==> config.mk <==
export PLATFORM = sky130hd
export DESIGN_NAME = fric_protocol_monitor
export DESIGN_NICKNAME = d
export VERILOG_FILES = /design/src/rtl/fric_protocol_monitor.sv
export SDC_FILE = /design/constraint.sdc
export NUM_CORES = 1
export LEC_CHECK = 0
export BUFFER_PORTS_ARGS = -buffer_cell sky130_fd_sc_hd__buf_2
export CORE_UTILIZATION = 50
export CTS_BUF_LIST = sky130_fd_sc_hd__clkbuf_2
export CTS_CLUSTER_SIZE = 24
export DETAILED_ROUTE_END_ITERATION = 8
export GPL_ROUTABILITY_DRIVEN = 0
export PLACE_DENSITY_LB_ADDON = 0.15
export SLEW_MARGIN = 15
export SYNTH_ARGS = -nofsm -noshare
export SYNTH_HDL_FRONTEND = slang
export SYNTH_SLANG_ARGS = --single-unit
==> constraint.sdc <==
create_clock -name clk -period 5.1 [get_ports clk]
set_clock_uncertainty 0.05 [all_clocks]
set_input_delay 0.255 -clock clk [delete_from_list [all_inputs] [get_ports clk]]
set_output_delay 0.255 -clock clk [all_outputs]
set_load 0.05 [all_outputs]
==> src/rtl/fric_protocol_monitor.sv <==
// FRIC link protocol monitor: two byte-serial packet parsers (requests on
// fric_out, acknowledges on fric_in), outstanding-transaction tracking,
// saturating statistics counters and sticky protocol-error flags.

module fric_parser #(
    parameter int ADDR_BYTES = 2,
    parameter int DATA_BYTES = 2
) (
    input  logic                    clk,
    input  logic                    rst,
    input  logic [7:0]              i_byte,
    output logic                    o_done,
    output logic [3:0]              o_done_type,
    output logic                    o_bad_type,
    output logic                    o_pkt_valid,
    output logic [3:0]              o_pkt_type,
    output logic [3:0]              o_pkt_port,
    output logic [8*ADDR_BYTES-1:0] o_pkt_addr,
    output logic [8*DATA_BYTES-1:0] o_pkt_data
);
    localparam int AW = 8 * ADDR_BYTES;
    localparam int DW = 8 * DATA_BYTES;

    typedef enum logic [1:0] {S_IDLE, S_ADDR, S_DATA} state_t;

    state_t          r_state, w_state_nxt;
    logic [2:0]      r_cnt;
    logic [3:0]      r_type, r_port;
    logic [AW-1:0]   r_addr, w_addr_shift;
    logic [DW-1:0]   r_data, w_data_shift;
    logic            r_pkt_valid;
    logic [3:0]      r_pkt_type, r_pkt_port;
    logic [AW-1:0]   r_pkt_addr;
    logic [DW-1:0]   r_pkt_data;
    logic            w_hdr_legal, w_has_data, w_addr_last, w_data_last;
    logic            w_hdr_accept, w_done, w_bad_type;

    assign w_hdr_legal  = (i_byte[7:4] >= 4'd1) && (i_byte[7:4] <= 4'd4);
    assign w_has_data   = (r_type == 4'd1) || (r_type == 4'd3);
    assign w_addr_last  = (r_cnt == 3'(ADDR_BYTES - 1));
    assign w_data_last  = (r_cnt == 3'(DATA_BYTES - 1));
    assign w_addr_shift = (r_addr << 8) | AW'(i_byte);
    assign w_data_shift = (r_data << 8) | DW'(i_byte);

    // State register.
    // NOTE: sequential state uses <= so every flop samples pre-edge values; comb logic uses =.
    always_ff @(posedge clk) begin
        if (rst) r_state <= S_IDLE;
        else     r_state <= w_state_nxt;
    end

    // Next-state decode: header -> address phase -> optional data phase -> idle.
    always_comb begin
        // NOTE: default assignment first so no path leaves the signal unassigned (no latch).
        w_state_nxt = r_state;
        unique case (r_state)
            S_IDLE:  if (i_byte != 8'h00 && w_hdr_legal) w_state_nxt = S_ADDR;
            S_ADDR:  if (w_addr_last) w_state_nxt = w_has_data ? S_DATA : S_IDLE;
            S_DATA:  if (w_data_last) w_state_nxt = S_IDLE;
            default: w_state_nxt = S_IDLE;
        endcase
    end

    // Output decode: header accept, bad-type event, and packet completion.
    always_comb begin
        w_hdr_accept = 1'b0;
        w_bad_type   = 1'b0;
        w_done       = 1'b0;
        case (r_state)
            S_IDLE: if (i_byte != 8'h00) begin
                        w_hdr_accept = w_hdr_legal;
                        w_bad_type   = !w_hdr_legal;
                    end
            S_ADDR:  w_done = w_addr_last && !w_has_data;
            S_DATA:  w_done = w_data_last;
            default: ;
        endcase
    end

    // Working registers: latch header, shift in address and data bytes MSB first.
    always_ff @(posedge clk) begin
        if (rst) begin
            r_cnt  <= '0;
            r_type <= '0;
            r_port <= '0;
            r_addr <= '0;
            r_data <= '0;
        end else if (w_hdr_accept) begin
            r_type <= i_byte[7:4];
            r_port <= i_byte[3:0];
            r_addr <= '0;
            r_data <= '0;
            r_cnt  <= '0;
        end else if (r_state == S_ADDR) begin
            r_addr <= w_addr_shift;
            r_cnt  <= w_addr_last ? 3'd0 : r_cnt + 3'd1;
        end else if (r_state == S_DATA) begin
            r_data <= w_data_shift;
            r_cnt  <= r_cnt + 3'd1;
        end
    end

    // Completed-packet registers: one-cycle valid, fields hold until next completion.
    always_ff @(posedge clk) begin
        if (rst) begin
            r_pkt_valid <= 1'b0;
            r_pkt_type  <= '0;
            r_pkt_port  <= '0;
            r_pkt_addr  <= '0;
            r_pkt_data  <= '0;
        end else begin
            r_pkt_valid <= w_done;
            if (w_done) begin
                r_pkt_type <= r_type;
                r_pkt_port <= r_port;
                r_pkt_addr <= (r_state == S_ADDR) ? w_addr_shift : r_addr;
                r_pkt_data <= (r_state == S_DATA) ? w_data_shift : r_data;
            end
        end
    end

    assign o_done      = w_done;
    assign o_done_type = r_type;
    assign o_bad_type  = w_bad_type;
    assign o_pkt_valid = r_pkt_valid;
    assign o_pkt_type  = r_pkt_type;
    assign o_pkt_port  = r_pkt_port;
    assign o_pkt_addr  = r_pkt_addr;
    assign o_pkt_data  = r_pkt_data;
endmodule

module fric_protocol_monitor #(
    parameter int ADDR_BYTES = 2,
    parameter int DATA_BYTES = 2,
    parameter int CNT_W      = 16,
    parameter int MAX_OUT    = 4,
    parameter int OUT_W      = 3
) (
    input  logic                    clk,
    input  logic                    rst,
    input  logic                    clear,
    input  logic [7:0]              fric_out,
    input  logic [7:0]              fric_in,
    output logic                    o_pkt_valid,
    output logic [3:0]              o_pkt_type,
    output logic [3:0]              o_pkt_port,
    output logic [8*ADDR_BYTES-1:0] o_pkt_addr,
    output logic [8*DATA_BYTES-1:0] o_pkt_data,
    output logic                    i_pkt_valid,
    output logic [3:0]              i_pkt_type,
    output logic [3:0]              i_pkt_port,
    output logic [8*ADDR_BYTES-1:0] i_pkt_addr,
    output logic [8*DATA_BYTES-1:0] i_pkt_data,
    output logic [CNT_W-1:0]        wr_req_cnt,
    output logic [CNT_W-1:0]        rd_req_cnt,
    output logic [CNT_W-1:0]        wr_ack_cnt,
    output logic [CNT_W-1:0]        rd_ack_cnt,
    output logic [CNT_W-1:0]        err_cnt,
    output logic [OUT_W-1:0]        outstanding,
    output logic                    err_type,
    output logic                    err_dir,
    output logic                    err_orphan,
    output logic                    err_overflow
);
    localparam int AW = 8 * ADDR_BYTES;
    localparam int DW = 8 * DATA_BYTES;

    // Stream 0 is fric_out (requests), stream 1 is fric_in (acknowledges).
    logic [7:0]    w_byte  [2];
    logic          w_done  [2];
    logic          w_bad   [2];
    logic          w_valid [2];
    logic [3:0]    w_dtype [2];
    logic [3:0]    w_type  [2];
    logic [3:0]    w_port  [2];
    logic [AW-1:0] w_addr  [2];
    logic [DW-1:0] w_data  [2];

    assign w_byte[0] = fric_out;
    assign w_byte[1] = fric_in;

    for (genvar g = 0; g < 2; g++) begin : g_parser
        fric_parser #(.ADDR_BYTES(ADDR_BYTES), .DATA_BYTES(DATA_BYTES)) u_parser (
            .clk         (clk),
            .rst         (rst),
            .i_byte      (w_byte[g]),
            .o_done      (w_done[g]),
            .o_done_type (w_dtype[g]),
            .o_bad_type  (w_bad[g]),
            .o_pkt_valid (w_valid[g]),
            .o_pkt_type  (w_type[g]),
            .o_pkt_port  (w_port[g]),
            .o_pkt_addr  (w_addr[g]),
            .o_pkt_data  (w_data[g])
        );
    end

    assign o_pkt_valid = w_valid[0];
    assign o_pkt_type  = w_type[0];
    assign o_pkt_port  = w_port[0];
    assign o_pkt_addr  = w_addr[0];
    assign o_pkt_data  = w_data[0];
    assign i_pkt_valid = w_valid[1];
    assign i_pkt_type  = w_type[1];
    assign i_pkt_port  = w_port[1];
    assign i_pkt_addr  = w_addr[1];
    assign i_pkt_data  = w_data[1];

    logic [CNT_W-1:0] r_wr_req_cnt, r_rd_req_cnt, r_wr_ack_cnt, r_rd_ack_cnt, r_err_cnt;
    logic [OUT_W-1:0] r_out, w_out_nxt;
    logic             r_err_type, r_err_dir, r_err_orphan, r_err_overflow;
    logic             w_req, w_ack, w_ev_type, w_ev_dir, w_ev_orphan, w_ev_overflow, w_ev_any;

    // Only direction-correct completions count as transactions.
    assign w_req     = w_done[0] && (w_dtype[0] == 4'd1 || w_dtype[0] == 4'd2);
    assign w_ack     = w_done[1] && (w_dtype[1] == 4'd3 || w_dtype[1] == 4'd4);
    assign w_ev_type = w_bad[0] || w_bad[1];
    assign w_ev_dir  = (w_done[0] && !w_req) || (w_done[1] && !w_ack);
    assign w_ev_any  = w_ev_type || w_ev_dir || w_ev_orphan || w_ev_overflow;

    function automatic logic [CNT_W-1:0] sat_inc(input logic [CNT_W-1:0] v);
        return (&v) ? v : v + 1'b1;
    endfunction

    // Outstanding update: a simultaneous request and ack cancel out with no error.
    always_comb begin
        w_out_nxt     = r_out;
        w_ev_orphan   = 1'b0;
        w_ev_overflow = 1'b0;
        if (w_req && !w_ack) begin
            if (r_out == OUT_W'(MAX_OUT)) w_ev_overflow = 1'b1;
            else                          w_out_nxt = r_out + 1'b1;
        end else if (w_ack && !w_req) begin
            if (r_out == '0) w_ev_orphan = 1'b1;
            else             w_out_nxt = r_out - 1'b1;
        end
    end

    // Statistics and sticky flags; clear beats any same-cycle event.
    always_ff @(posedge clk) begin
        if (rst) begin
            r_out          <= '0;
            r_wr_req_cnt   <= '0;
            r_rd_req_cnt   <= '0;
            r_wr_ack_cnt   <= '0;
            r_rd_ack_cnt   <= '0;
            r_err_cnt      <= '0;
            r_err_type     <= 1'b0;
            r_err_dir      <= 1'b0;
            r_err_orphan   <= 1'b0;
            r_err_overflow <= 1'b0;
        end else begin
            r_out <= w_out_nxt;
            if (clear) begin
                r_wr_req_cnt   <= '0;
                r_rd_req_cnt   <= '0;
                r_wr_ack_cnt   <= '0;
                r_rd_ack_cnt   <= '0;
                r_err_cnt      <= '0;
                r_err_type     <= 1'b0;
                r_err_dir      <= 1'b0;
                r_err_orphan   <= 1'b0;
                r_err_overflow <= 1'b0;
            end else begin
                if (w_req && w_dtype[0] == 4'd1) r_wr_req_cnt <= sat_inc(r_wr_req_cnt);
                if (w_req && w_dtype[0] == 4'd2) r_rd_req_cnt <= sat_inc(r_rd_req_cnt);
                if (w_ack && w_dtype[1] == 4'd4) r_wr_ack_cnt <= sat_inc(r_wr_ack_cnt);
                if (w_ack && w_dtype[1] == 4'd3) r_rd_ack_cnt <= sat_inc(r_rd_ack_cnt);
                if (w_ev_any)      r_err_cnt      <= sat_inc(r_err_cnt);
                if (w_ev_type)     r_err_type     <= 1'b1;
                if (w_ev_dir)      r_err_dir      <= 1'b1;
                if (w_ev_orphan)   r_err_orphan   <= 1'b1;
                if (w_ev_overflow) r_err_overflow <= 1'b1;
            end
        end
    end

    assign outstanding  = r_out;
    assign wr_req_cnt   = r_wr_req_cnt;
    assign rd_req_cnt   = r_rd_req_cnt;
    assign wr_ack_cnt   = r_wr_ack_cnt;
    assign rd_ack_cnt   = r_rd_ack_cnt;
    assign err_cnt      = r_err_cnt;
    assign err_type     = r_err_type;
    assign err_dir      = r_err_dir;
    assign err_orphan   = r_err_orphan;
    assign err_overflow = r_err_overflow;
endmodule

== Word-level counts from Yosys, hierarchy flattened ==
Index checks and enable logic that the tools add are counted.

* Register bits: 259
* Bits of input ports: 19
* Output and inout port bits: 169
* Logic and storage cells: 169

* Add/sub/neg operators: 9
* Magnitude comparators: 4
* Eq/ne operators: 21
* Multiplexer cells: 39
* Bitwise gates (word level): 9
* Reduce and logical (&&, ||, !) cells: 55

{| class="wikitable"
|+ Operators by type and width
! cell !! number
|-
| 16-bit by 1-bit adder with 16-bit output, second input constant || 5
|-
| 16-bit AND reduction || 5
|-
| 16-bit two-way mux || 4
|-
| 16-bit by 8-bit bitwise OR with 16-bit output || 4
|-
| 3-bit two-way mux || 10
|-
| 1-bit logical AND || 16
|-
| 2-bit two-way mux || 8
|-
| 8-bit nonzero test || 2
|-
| 1-bit two-way mux || 13
|-
| 4-bit by 2-bit == test with 1-bit output, second input constant || 3
|-
| 2-bit by 1-bit inequality test with 1-bit output, second input constant || 6
|-
| 2-bit one-hot mux with 3 select lines || 2
|-
| 2-bit AND reduction || 5
|-
| 3-bit by 1-bit adder with 3-bit output, second input constant || 3
|-
| 1-bit logical OR || 9
|-
| 3-bit AND reduction || 3
|-
| 4-bit by 1-bit == test with 1-bit output, second input constant || 2
|-
| 4-bit by 1-bit greater-or-equal comparator with 1-bit output, second input constant || 2
|-
| 4-bit by 3-bit less-or-equal comparator with 1-bit output, second input constant || 2
|-
| 3-bit by 1-bit == test with 1-bit output, second input constant || 2
|-
| 1-bit zero test || 6
|-
| 2-bit nonzero test || 3
|-
| 2-bit OR reduction || 3
|-
| 1-bit NOT || 5
|-
| 9 further kinds || 14
|}

== Depth between registers and ports, before layout ==
* Depth after elaboration: 13
* Mapped depth: 16
* Gate-level depth less buffers: 14

== Cells and area by module ==
A second synthesis with hierarchy kept.

* Cell total of the unflattened synthesis: 1,224
* Area total of the unflattened synthesis: 11,452.2 um^2

{| class="wikitable"
|+ Modules (own cells, without submodules)
! module !! times used !! cells each !! area an instance (um^2) !! seq. area each (um^2)
|-
| fric_parser || 2 || 354 || 3,509.6 || 1,721.7
|-
| fric_protocol_monitor || 1 || 516 || 4,433.0 || 1,741.7
|}

== Worst setup path before layout ==
Ideal clock, no wire load.

* Path kind: reg-to-reg
* Start point: register g_parser[0].u_parser.r_state[0]
* End point: register r_err_cnt[13], in the netlist err_cnt[13]
* Data arrival time: 3.457 ns
* Slack: 1.523 ns
* Stages on the path, launching flop included: 15
* Buffers on the path: 2
* Period minus slack after synthesis: 3.577 ns
* Cell sequence: dfxtp_1 inv_1 ha_1 nand3b_1 nor2_1 o21a_1 clkbuf_1 and3_1 ha_1 clkbuf_1 a21oi_1 nor3_1 o311ai_2 or4_1 a21oi_1

* Longest elaborated chain between the ends: 10
* Elaborated cells on any way between the ends: 19

{| class="wikitable"
|+ RTL lines
! item !! line !! text
|-
| start: declaration || 26 || <nowiki>state_t r_state, w_state_nxt;</nowiki>
|-
| start signal: assignment || 49 || <nowiki>else r_state <= w_state_nxt;</nowiki>
|-
| 2-bit == test / 2-bit by 1-bit == test with 1-bit output (equally long branches) || 69 || <nowiki>case (r_state)</nowiki>
|-
| 1-bit one-hot mux with 2 select lines || 69 ||
|-
| 1-bit logical AND || 215 || <nowiki>assign w_req = w_done[0] && (w_dtype[0] == 4'd1 || w_dtype[0] == 4'd2);</nowiki>
|-
| 1-bit zero test || 218, 233 ||
|-
| 1-bit logical AND (on tied branches) || 233, 218 ||
|-
| 1-bit two-way mux / 1-bit logical OR (equally long branches) || 233, 218 ||
|-
| 1-bit two-way mux / 1-bit logical OR (equally long branches) || 230, 219 ||
|-
| 1-bit logical OR || 219 || <nowiki>assign w_ev_any = w_ev_type || w_ev_dir || w_ev_orphan || w_ev_overflow;</nowiki>
|-
| 1-bit logical OR (*) || 219 ||
|-
| 2-bit AND reduction (no line) (*) || n/a ||
|-
| end signal: assignment || 269 || <nowiki>if (w_ev_any) r_err_cnt <= sat_inc(r_err_cnt);</nowiki>
|-
| end: declaration || 209 || <nowiki>logic [CNT_W-1:0] r_wr_req_cnt, r_rd_req_cnt, r_wr_ack_cnt, r_rd_ack_cnt, r_err_cnt;</nowiki>
|}

Every way passes the cells marked *; elsewhere a longest branch is shown, timed or not.
A chain may end at the register's enable or synchronous reset.

== Final worst setup path ==
Ends and elaborated chain as after synthesis.

==> flow_summary.yaml <==
clock_tree:
  cts_buffers: 70
  cts-root-buf: "clkbuf_2"
  hold_buffers: 18
  cts_tree: "done"
  clk-insertion-delay-late_ns: 0.79
  cts_setup_buffers: 0
  cts_max_level: 3
  clock-sinks: 259
  cts_resized: 0
  path_clk_slew_ns: 0.09
  cts_buffer_depth: 3
routing:
  vias_per_cell: 5.25
  wl_met2_mm: 11.5
  dr.pass1.iters: 5
  dr_total_vias: 9232
  drtAntennaViolNets: 0
  drtIter0Drc: 448
  met3_length_mm: 1.41
  drt-met1-wl_mm: 12.0
  drc: 0
  dr.max_layer_used: "met4"
  wl_per_cell_um: 14.4
  wl_mm: 25.3
power_and_ir_drop:
  swShare: 0.266
  p_comb_frac: 0.059
  pwr-share-clk: 0.381
  p_per_area_nw_per_um2: 293
  p_leak_uw: 0.00486
  vdd_ir_drop_max_mv: 0.185
  p_int_uw: 2700
  switching_power_uw: 980
  pwr-share-seq: 0.560
worst_setup_path:
  cp.required_ns: 5.76
  crit_fanout: 8
  slowest_stage: "nor3_1"
  crit_chain: "inv_1, ha_1, nand3b_1, nor2_1, o21a_2, and3_1, ha_1, a21oi_1, nor3_1, o311ai_2, or4_1, a21oi_1"
  arrival_ns: 4.45
  critPathBufInv: 1
  max_stage_delay_ns: 0.50
  path_class: "reg -> reg"
  end_kind: "register"
  critPathLaunchType: "register"
  critPathTopFamily: "simple AND/OR/NAND/NOR gates"
final_layout:
  layout_commonest_cell: "dfxtp_1"
  final_util: 0.598
  syn_to_final_growth_pct: 17.4
  final_area_sq_um: 12600
  drive_gt1_frac: 0.216
  most-common-layout-cells: "259 x dfxtp_1, 216 x nor2_1, 186 x buf_2, 131 x nand2_1, 104 x clkbuf_2"
  nets: 1476
sta:
  rsz0062_at_grt: "no"
  hold_slack_ns: 0.267
  fmax_mhz: 264
  period_minus_slack_ns: 3.79
  worst_pin_slew_ns: 1.09
  finalHoldViolCount: 0
  setup_tns_ns: 0
  setup_viol: 0
  setup_slack_ns: 1.31
  slew_viol_final: 0
  slew_headroom: 0.271
  fin_crit_sh: 0.743
yosys:
  ys_ff_latch: 259
  synth_fp_nets: 1254
  synth.avg_cell_area_sq_um: 8.81
  synth_top_area_frac: 0.484
  synth_top_family_by_area: "simple AND/OR/NAND/NOR gates"
  synth_edf_count: 0
  netlist_area_sq_um: 10700
  yosysSeqAreaShare: 0.484
  ys_types: 52
  synthAdderAreaFrac: 0.0222
  async_flop_share: 0
  synth_flop_cell: "dfxtp_1"
  ys.warnings.count: 0
  synth.largest_area_cell: "dfxtp_1"
  synthCells: 1216
  synth_compound_area_frac: 0.118
  synth_mux_area_frac: 0.0804
  synth_xor_area_frac: 0.0442
  synth_simple_gate_area_frac: 0.214
  synthTopCellsByArea: "dfxtp_1 48%, mux2i_1 8.0%, nor2_1 7.6%"
global_route:
  antenna_found_initial: 1
  grt_pass1_vias: 8421
  gr-total-overflow: 0
  grt_pass1_wl_mm: 40.9
  grt_max_degree: 72
  track_usage: 0.228
placed_design:
  port_buffers: 187
  placed_area_sq_um: 11800
  hpwl_mm: 16.8
  dp_slack_ns: 1.33
job:
  max-cap-violations: 0
die:
  io_pins: 188
  core_sq_um: 21000
  initial_core_util: 0.509
  die_x_um: 148
  die-area_sq_um: 22000
  die_y_um: 148
  num_rows: 53
run_status:
  status: "finished clean"
min_path:
  hold_path.class: "in -> reg"
power groups by stage:
stage / combinational [uW] / sequential [uW] / clock (uW)
2_1_floorplan: 142 / 2120 / 0
3_3_place_gp: 208 / 2100 / 0
3_5_place_dp: 209 / 2110 / 0
4_1_cts: 220 / 2060 / 1450
5_1_grt: 238 / 2060 / 1560
6_report: 219 / 2060 / 1400
worst register-to-register path: cells and delay by family, from the launching register on:
| family | cells | cell delay (ns) |
|---|---|---|
| flops | 1 | 0.37 |
| fa+ha+maj | 2 | 0.71 |
| simple gates | 5 | 1.80 |
| buf+inv | 1 | 0.08 |
| compound gates | 4 | 0.74 |
cell usage after synthesis (all sizes together), types with 12 or more instances:
library cell / number
dfxtp: 259
nor2: 217
nand2: 131
mux2i: 86
a21oi: 82
a211oi: 67
clkbuf: 45
inv: 33
xnor2: 31
nor3: 27
o21ai: 27
nand3: 25
xor2: 23
or3: 22
nand4: 21
buf: 19
ha: 19
nor4: 12
worst paths after layout:
kind	startpoint	end	slack, ns	depth (start not counted)
max	g_parser[0].u_parser.r_state[0]	err_cnt[13]	1.31	12
min	fric_in[0]	g_parser[1].u_parser.r_data[0]	0.27	4
max reg2reg	g_parser[0].u_parser.r_state[0]	err_cnt[13]	1.31	12
min reg2reg	g_parser[0].u_parser.r_data[9]	g_parser[0].u_parser.r_data[9]	0.41	2
flip-flops by register name (all words and copies together), names as in the netlist:
signal	count
g_parser.u_parser.r_addr	32
g_parser.u_parser.o_done_type	8
rd_ack_cnt	16
wr_req_cnt	16
g_parser.u_parser.o_pkt_addr	32
g_parser.u_parser.o_pkt_port	8
g_parser.u_parser.r_state	4
g_parser.u_parser.o_pkt_valid	2
g_parser.u_parser.o_pkt_type	8
rd_req_cnt	16
g_parser.u_parser.o_pkt_data	32
err_cnt	16
outstanding	3
wr_ack_cnt	16
err_orphan	1
g_parser.u_parser.r_data	32
err_overflow	1
err_dir	1
err_type	1
g_parser.u_parser.r_cnt	6
g_parser.u_parser.r_port	8
layout make-up:
type / instances / area [sq um]
inverter: 33 / 124
multi-input combinational: 860 / 5140
clock inverter: 11 / 67.6
timing repair buffer: 214 / 1190
fill: 1947 / 8450
antenna: 1 / 2.50
clock buffer: 104 / 520
sequential: 259 / 5180
tap: 275 / 344
metal layers:
| metal | vias up | global-route usage |
|---|---|---|
| met5 | - | 0 |
| met4 | 0 | 0.0799 |
| met3 | 42 | 0.0592 |
| met2 | 218 | 0.354 |
| met1 | 4284 | 0.306 |
| li1 | 4688 | - |
kinds of logic (layout without fill, tap and decap cells):
kind of cell,count (synthesis),count (layout)
and+or+nand+nor,503,503
DFF,259,259
AOI/OAI and AO/OA,198,198
buffers and inverters,97,362
muxes,86,86
xor gates and xnor gates,54,54
adders and majority gates,19,19
other,0,1
per-stage QoR:
| stage | total power (uW) | std cells |
|---|---|---|
| after floorplan | 2260 | 1216 |
| after global placement | 2310 | 1622 |
| after detailed placement | 2320 | 1622 |
| after CTS | 3730 | 1755 |
| after global routing | 3860 | 1757 |
| final | 3680 | 1757 |
Note: power is estimated with default switching activity, not from simulation.
